--- src/rtl/nibble_serial_adder.sv ---
`default_nettype none
// ============================================================================
//  Module      : nibble_serial_adder
//  Description : Sequential N-nibble adder around an external 4-bit lookahead
//                slice. Operands are processed one nibble per clock, least
//                significant nibble first. The slice carry is registered and
//                fed back as the carry-in of the next nibble. Operands and
//                results move over valid/ready handshakes.
//                Optional feature macro: NSA_SUB_EN (adds in_sub, A - B).
//  Revision    : 1.0  initial release
// ============================================================================
module nibble_serial_adder #(
    parameter int NIBBLES = 4
) (
    input  logic                   clk,
    input  logic                   rst,
    input  logic                   in_valid,
    output logic                   in_ready,
    input  logic [4*NIBBLES-1:0]   op_a,
    input  logic [4*NIBBLES-1:0]   op_b,
    input  logic                   op_cin,
`ifdef NSA_SUB_EN
    input  logic                   in_sub,
`endif
    output logic                   out_valid,
    input  logic                   out_ready,
    output logic [4*NIBBLES-1:0]   sum,
    output logic                   cout,
    output logic                   ovf,
    output logic [3:0]             add_a,
    output logic [3:0]             add_b,
    output logic                   add_cin,
    input  logic [3:0]             add_s,
    input  logic                   add_cout
);

    localparam int c_w     = 4 * NIBBLES;
    localparam int c_idx_w = (NIBBLES > 1) ? $clog2(NIBBLES) : 1;
    localparam logic [c_idx_w-1:0] c_last = c_idx_w'(NIBBLES - 1);

    typedef enum logic [1:0] {
        S_IDLE = 2'd0,
        S_RUN  = 2'd1,
        S_DONE = 2'd2
    } state_t;

    state_t               r_state;
    logic [c_w-1:0]       r_a_sh;
    logic [c_w-1:0]       r_b_sh;
    logic [c_w-1:0]       r_sum;
    logic                 r_carry;
    logic [c_idx_w-1:0]   r_idx;
    logic                 r_cout;
    logic                 r_ovf;

    logic [c_w-1:0]       w_b_eff;
    logic                 w_cin_eff;
    logic [c_w+3:0]       w_sum_cat;
    logic [c_w-1:0]       w_sum_next;
    logic                 w_ovf;
    logic                 w_run;

    // Effective B operand and carry-in; subtraction is A + ~B + 1.
`ifdef NSA_SUB_EN
    assign w_b_eff   = in_sub ? ~op_b : op_b;
    assign w_cin_eff = in_sub ? 1'b1  : op_cin;
`else
    assign w_b_eff   = op_b;
    assign w_cin_eff = op_cin;
`endif

    // New slice sum enters at the top; after NIBBLES shifts nibble 0 sits at the bottom.
    assign w_sum_cat  = {add_s, r_sum};
    assign w_sum_next = w_sum_cat[c_w+3:4];

    // On the final nibble the low bits of the operand shifters hold the MSB nibbles.
    assign w_ovf = (r_a_sh[3] == r_b_sh[3]) && (add_s[3] != r_a_sh[3]);

    assign w_run = (r_state == S_RUN);

    // Slice drive is gated to zero whenever no nibble is being processed.
    always_comb begin
        add_a   = 4'd0;
        add_b   = 4'd0;
        add_cin = 1'b0;
        if (w_run) begin
            add_a   = r_a_sh[3:0];
            add_b   = r_b_sh[3:0];
            add_cin = r_carry;
        end
    end

    assign in_ready  = (r_state == S_IDLE) && !rst;
    assign out_valid = (r_state == S_DONE);
    assign sum       = r_sum;
    assign cout      = r_cout;
    assign ovf       = r_ovf;

    // Control FSM and nibble datapath: accept, shift one nibble per clock, hold result.
    always_ff @(posedge clk or posedge rst) begin
        if (rst) begin
            r_state <= S_IDLE;
            r_a_sh  <= '0;
            r_b_sh  <= '0;
            r_sum   <= '0;
            r_carry <= 1'b0;
            r_idx   <= '0;
            r_cout  <= 1'b0;
            r_ovf   <= 1'b0;
        end else begin
            case (r_state)
                S_IDLE: begin
                    if (in_valid) begin
                        r_a_sh  <= op_a;
                        r_b_sh  <= w_b_eff;
                        r_carry <= w_cin_eff;
                        r_idx   <= '0;
                        r_sum   <= '0;
                        r_cout  <= 1'b0;
                        r_ovf   <= 1'b0;
                        r_state <= S_RUN;
                    end
                end
                S_RUN: begin
                    r_sum   <= w_sum_next;
                    r_a_sh  <= r_a_sh >> 4;
                    r_b_sh  <= r_b_sh >> 4;
                    r_carry <= add_cout;
                    r_idx   <= r_idx + 1'b1;
                    if (r_idx == c_last) begin
                        r_cout  <= add_cout;
                        r_ovf   <= w_ovf;
                        r_state <= S_DONE;
                    end
                end
                S_DONE: begin
                    if (out_ready) begin
                        r_state <= S_IDLE;
                    end
                end
                default: begin
                    r_state <= S_IDLE;
                end
            endcase
        end
    end

endmodule
`default_nettype wire

--- config.mk ---
export PLATFORM = sky130hd
export DESIGN_NAME = nibble_serial_adder
export DESIGN_NICKNAME = d
export VERILOG_FILES = /design/src/rtl/nibble_serial_adder.sv
export SDC_FILE = /design/constraint.sdc
export NUM_CORES = 1
export LEC_CHECK = 0
export BUFFER_PORTS_ARGS = -buffer_cell sky130_fd_sc_hd__buf_2
export CAP_MARGIN = 20
export CORE_MARGIN = 2
export CORE_UTILIZATION = 43
export CTS_CLUSTER_DIAMETER = 100
export DETAILED_ROUTE_END_ITERATION = 7
export PLACE_DENSITY_LB_ADDON = 0.08
export RECOVER_POWER = 50
export SKIP_CTS_REPAIR_TIMING = 1
export SLEW_MARGIN = 0
export SYNTH_ARGS = -nofsm -noshare
export SYNTH_HDL_FRONTEND = slang
export SYNTH_SLANG_ARGS = --single-unit
--- constraint.sdc ---
create_clock -name clk -period 3.8 [get_ports clk]
set_input_delay 0.38 -clock clk [delete_from_list [all_inputs] [get_ports clk]]
set_output_delay 0.38 -clock clk [all_outputs]
set_load 0.01 [all_outputs]
==> results of run 1 <==
worst max path at each step:
stage / endpoint / from / slack (ns)
finish: add_b[3] / r_state[0] / 1.43
global route: r_b_sh[2] / rst / 0.97
CTS: add_b[3] / r_state[0] / 1.41
detailed placement: r_a_sh[6] / r_state[0] / 1.68
global placement: r_b_sh[3] / r_state[0] / 1.71
floorplan: cout / rst / 2.08
sequential cells by signal, summed over array words and instances, names as in the netlist:
name / count
r_carry: 1
r_a_sh: 16
r_state: 2
cout: 1
ovf: 1
r_b_sh: 16
sum: 16
r_idx: 2
cells by family (layout without fill, tap and decap cells):
| group | Yosys count | count (layout) | synth area share, % |
|---|---|---|---|
| AOI/OAI and AO/OA | 63 | 63 | 15.9 |
| and+or+nand+nor | 57 | 57 | 11.3 |
| DFF | 55 | 55 | 55.6 |
| muxes | 26 | 26 | 10.6 |
| buffers and inverters | 19 | 85 | 6.12 |
| adders and majority gates | 1 | 1 | 0.506 |
cell type report:
cell class	instances	area [µm²]
inverter	3	11.3
clock buffer	5	68.8
clock inverter	3	25.0
sequential	55	1380
fill	552	2650
multi-input combinational	147	962
timing repair buffer	74	360
tap	72	90.1
placed cells by master, fill, tap and decap left out, types with 2 or more instances in the layout:
cell / synthesis / final
clkinv_4: 0 / 2
inv_1: 3 / 3
clkbuf_1: 1 / 14
and2b_1: 2 / 2
a22o_1: 20 / 20
buf_4: 0 / 3
and2_1: 9 / 9
nor2_1: 2 / 2
o21ai_1: 34 / 33
clkbuf_8: 0 / 5
nor2b_1: 7 / 7
dfrtp_1: 55 / 55
mux2i_1: 25 / 25
a21oi_1: 8 / 8
buf_2: 8 / 57
nand2_1: 32 / 32
critical path, cell delays in order (launching register included):
cell     delay, ns
dfrtp_1       0.62
nor2b_4       0.70
and2_1        0.22
buf_2         0.14
per-stage QoR:
step / util (%) / cells / setup WS (ns) / hold slack, ns
finish: 52.2 / 359 / 1.43 / 0.237
global route: 52.2 / 359 / 0.974 / 0.243
CTS: 52.6 / 359 / 1.41 / 0.105
detailed placement: 50.9 / 351 / 1.68 / 0.455
global placement: 50.9 / 351 / 1.71 / 0.459
floorplan: - / 221 / 2.08 / 0.447
power groups by stage:
stage | clock network (µW) | logic, µW | registers [µW]
3_3_place_gp | 0 | 1050 | 1040
5_1_grt | 363 | 1170 | 1070
2_1_floorplan | 0 | 879 | 1020
6_report | 331 | 1040 | 1030
4_1_cts | 340 | 1070 | 1030
3_5_place_dp | 0 | 1070 | 1050
routing by layer:
metal / up-vias / GRT usage [%] / share of wire, %
li1: 899 / - / -
met1: 835 / 24.5 / 51
met2: 45 / 23.4 / 43
met3: 4 / 4.07 / 5.8
met4: 0 / 4.58 / 0.96
met5: - / 0 / 0
==> impl_metrics.toml, run 1 <==
[logic_synthesis]
ys.flop_type = "dfrtp_1"
ys_types = 23
synth_area_leaders = "dfrtp_1 56%, mux2i_1 10%, a22o_1 7.1%"
synth_area_um2 = 2470
yosysTopAreaCell = "dfrtp_1"
ys_ff_latch = 55
synthCells = 221
syn_nets = 264
yosys_warnings = 0
synth_commonest_cells = "55 x dfrtp_1, 34 x o21ai_1, 32 x nand2_1"
synth_edf_count = 0
yosys.cell_count.top_type = "dfrtp_1"
yosysSeqAreaShare_pct = 55.6
synthArstFlopShare_pct = 100
syn_area_per_cell_um2 = 11.2
yosys.area.top_type_share_pct = 55.6

[power_and_ir_drop]
comb_power_share_pct = 43.4
power_frac_seq_pct = 42.9
p_leak_uw = 0.00145
power_uw = 2410
internal_power_uw = 1450
power_density_nw_per_um2 = 831
ir_worst_vdd_v = 0.000346
swShare_pct = 39.7
clockPowerShare_pct = 13.8
p_switching_uw = 955

[clocking]
cts_buffers = 5
clock_path_buffers = 2
cts.sinks = 55
clock_latency_ns = 0.31
htree_num_levels = 2
cts_tree = "yes"
cts_root_buf = "clkbuf_8"
clk_pin_slew_ns = 0.11

[flow_run]
maxCapViolations = 1

[route]
via_count = 1783
drc = 0
vias_per_cell = 4.97
drt_wl_total_um = 4990
routedWlPerCell_um = 13.9
drt_iter0_markers = 59
firstDrtPassIters = 2
antenna_left = 0

[timing]
skew_ns = 0.00976
slew_viol_final = 32
slew-limit-headroom_pct = -10.4
fmax_ghz = 0.423
setup_viol = 0
fin_crit_ns = 2.37
worstMarginPinSlew_ns = 1.66
hold_violations = 0
period_share_pct = 62.3
rsz0062_at_grt = "no"
timing.setup.tns_ns = 0

[die]
pin_count = 71
start_util_pct = 44.6
chipWidth_um = 79.8
core_um2 = 5540
dieHeight_um = 79.8
die-area_um2 = 6380
rows = 27

[global_routing]
grt_pass1_wl_um = 8090
antenna_found_initial = 0
grt_max_degree = 53
grt_pass1_vias = 1628
grt-ovfl-total = 0
track_usage_pct = 16.3

[setup_path]
r2r_cells = 4
r2r-end = "r_a_sh[6]"
cp_max_fo = 26
timing.reg2reg.setup_slack_ns = 1.67
arrival_ns = 1.99
reg2reg_from = "r_state[0]"
end_kind = "output pin"
cp_data_required_time_ns = 3.42
startpoint_type = "flip-flop"
path_class = "reg -> out"

[run_status]
violations = "max-capacitance violations, max-slew violations"
outcome = "complete, but fails checks"

[placement]
dp_hpwl_um = 3440
gp_congestion = 0.719
placement.cell_area_um2 = 2820
portBuffers = 70

[cells_and_area]
layout.nets = 329
drive_gt1_share_pct = 24.7
fin_area_um2 = 2890
area_growth_pct = 17.0
num_antenna_cells = 0

[min_path]
hold_path.class = "in -> async"
No activity file was read; power rests on OpenSTA's default activity.
==> run 2, diff against run 1 <==
==> constraint.sdc (replaced) <==
create_clock -name clk -period 2.24 [get_ports clk]
set_input_delay 0.224 -clock clk [delete_from_list [all_inputs] [get_ports clk]]
set_output_delay 0.224 -clock clk [all_outputs]
set_load 0.01 [all_outputs]
==> run 2 against run 1 <==
The flow now finishes without violations. Combinational power grew 74%. Sequential cell count is the same. Utilization grew 1.1 points. First-iteration DRC count grew 130%. Total power grew 80%. Clock-buffer cell count grew 1. Critical path type unchanged. Largest cell class unchanged. Highest routed layer unchanged.
==> impl_metrics.toml, run 2 (same netlist as run 1, synthesis figures left out) <==
[clocking]
htree_num_levels = 2
clock_latency_ns = 0.30
cts_buffers = 5
clock_path_buffers = 2
cts_tree = "yes"
cts.sinks = 55
clk_pin_slew_ns = 0.09
cts_root_buf = "clkbuf_8"

[cells_and_area]
final_cell_mix = "55 x dfrtp_1, 55 x buf_2, 34 x o21ai_1"
fill_cells = 531
drive_gt1_share_pct = 24.0
layout.nets = 329
num_antenna_cells = 0
finish.utilization_pct = 53.4
final_cell_count_no_fill = 359
area_growth_pct = 19.5

[run_status]
outcome = "complete, no violations"

[die]
chipWidth_um = 79.8
rows = 27
start_util_pct = 44.6
pin_count = 71
dieHeight_um = 79.8
core_um2 = 5540
die-area_um2 = 6380

[timing]
hold_ws_ns = 0.0852
worstMarginPinSlew_ns = 1.00
slew_viol_final = 0
skew_ns = 0.00949
fin_crit_ns = 1.95
fmax_ghz = 0.514
timing.setup.tns_ns = 0
slew-limit-headroom_pct = 33.2
period_share_pct = 86.9
hold_violations = 0
setup_viol = 0
rsz0062_at_grt = "no"

[power_and_ir_drop]
internal_power_uw = 2730
power_uw = 4320
p_leak_uw = 0.00148
clockPowerShare_pct = 17.6
p_switching_uw = 1590
power_density_nw_per_um2 = 1460
ir_worst_vdd_v = 0.000618
power_frac_seq_pct = 40.5
swShare_pct = 36.8
comb_power_share_pct = 41.9

[setup_path]
cp_max_fo = 20
cp_data_required_time_ns = 2.02
arrival_ns = 1.72
timing.reg2reg.setup_slack_ns = 0.54
reg2reg_from = "r_state[0]"
r2r_cells = 4
crit_path_top_delay_cell = "dfrtp_1"
path_class = "reg -> out"
r2r-end = "r_a_sh[10]"
slowest_delay_ns = 0.62
path_cells = "nor2b_4 -> buf_4 -> and2_1 -> buf_2"
end_kind = "output pin"
startpoint_type = "flip-flop"

[route]
drc = 0
drt_wl_total_um = 4910
antenna_left = 0
drt_iter0_markers = 135
routedWlPerCell_um = 13.7
via_count = 1776
firstDrtPassIters = 4
vias_per_cell = 4.95

[global_routing]
antenna_found_initial = 0
grt_pass1_wl_um = 8090
track_usage_pct = 16.5
grt_max_degree = 47
grt-ovfl-total = 0
grt_pass1_vias = 1723

[min_path]
hold_start = "out_ready"
hold_path.class = "in -> reg"
whs_path_depth = 2
min_to = "r_state[1]"

[placement]
dp.cells = 351
portBuffers = 70
dp_hpwl_um = 3350
gp_congestion = 0.692

[flow_run]
maxCapViolations = 0
-- run 2: cell type report --
cell class	count	area (µm²)	share of cell area (%)
sequential	55	1380	46.6
tap	72	90.1	3.05
multi-input combinational	147	962	32.5
inverter	3	11.3	0.381
clock buffer	6	72.6	2.45
timing repair buffer	74	384	13.0
clock inverter	2	60.1	2.03
-- run 2: metal layers --
metal  track usage (%)  part of all wire [%]
met4              5.25                   1.1
met1              23.7                    50
met3              4.19                   5.1
met2              24.4                    44
met5                 0                     0
-- run 2: worst max path at each step --
stage	from	to	slack, ns	cells after the start
after floorplan	rst	cout	0.67	1
after CTS	r_state[0]	add_cin	0.28	4
final	r_state[0]	add_a[3]	0.29	4
after global routing	r_state[0]	add_b[3]	0.17	4
after detailed placement	r_state[0]	r_a_sh[2]	0.55	4
after global placement	r_state[0]	r_b_sh[10]	0.56	3
-- run 2: critical path: cells and delay by family (launching register included) --
family        cells  cell delay [ns]
buf+inv           2             0.37
flops             1             0.62
simple gates      2             0.42
-- run 2: per-stage QoR --
step                cell area (µm²)  setup WS [ns]
global placement               2860          0.564
CTS                            2990          0.281
global route                   2960          0.168
finish                         2960          0.294
detailed placement             2860          0.549
floorplan                      2470          0.673
-- run 2: power by group through the flow --
stage	combinational, µW	sequential, µW	clock, µW
floorplan	1490	1730	0
global placement	1850	1770	0
detailed placement	1870	1770	0
CTS	1870	1760	786
global route	2030	1820	823
finish	1810	1750	763
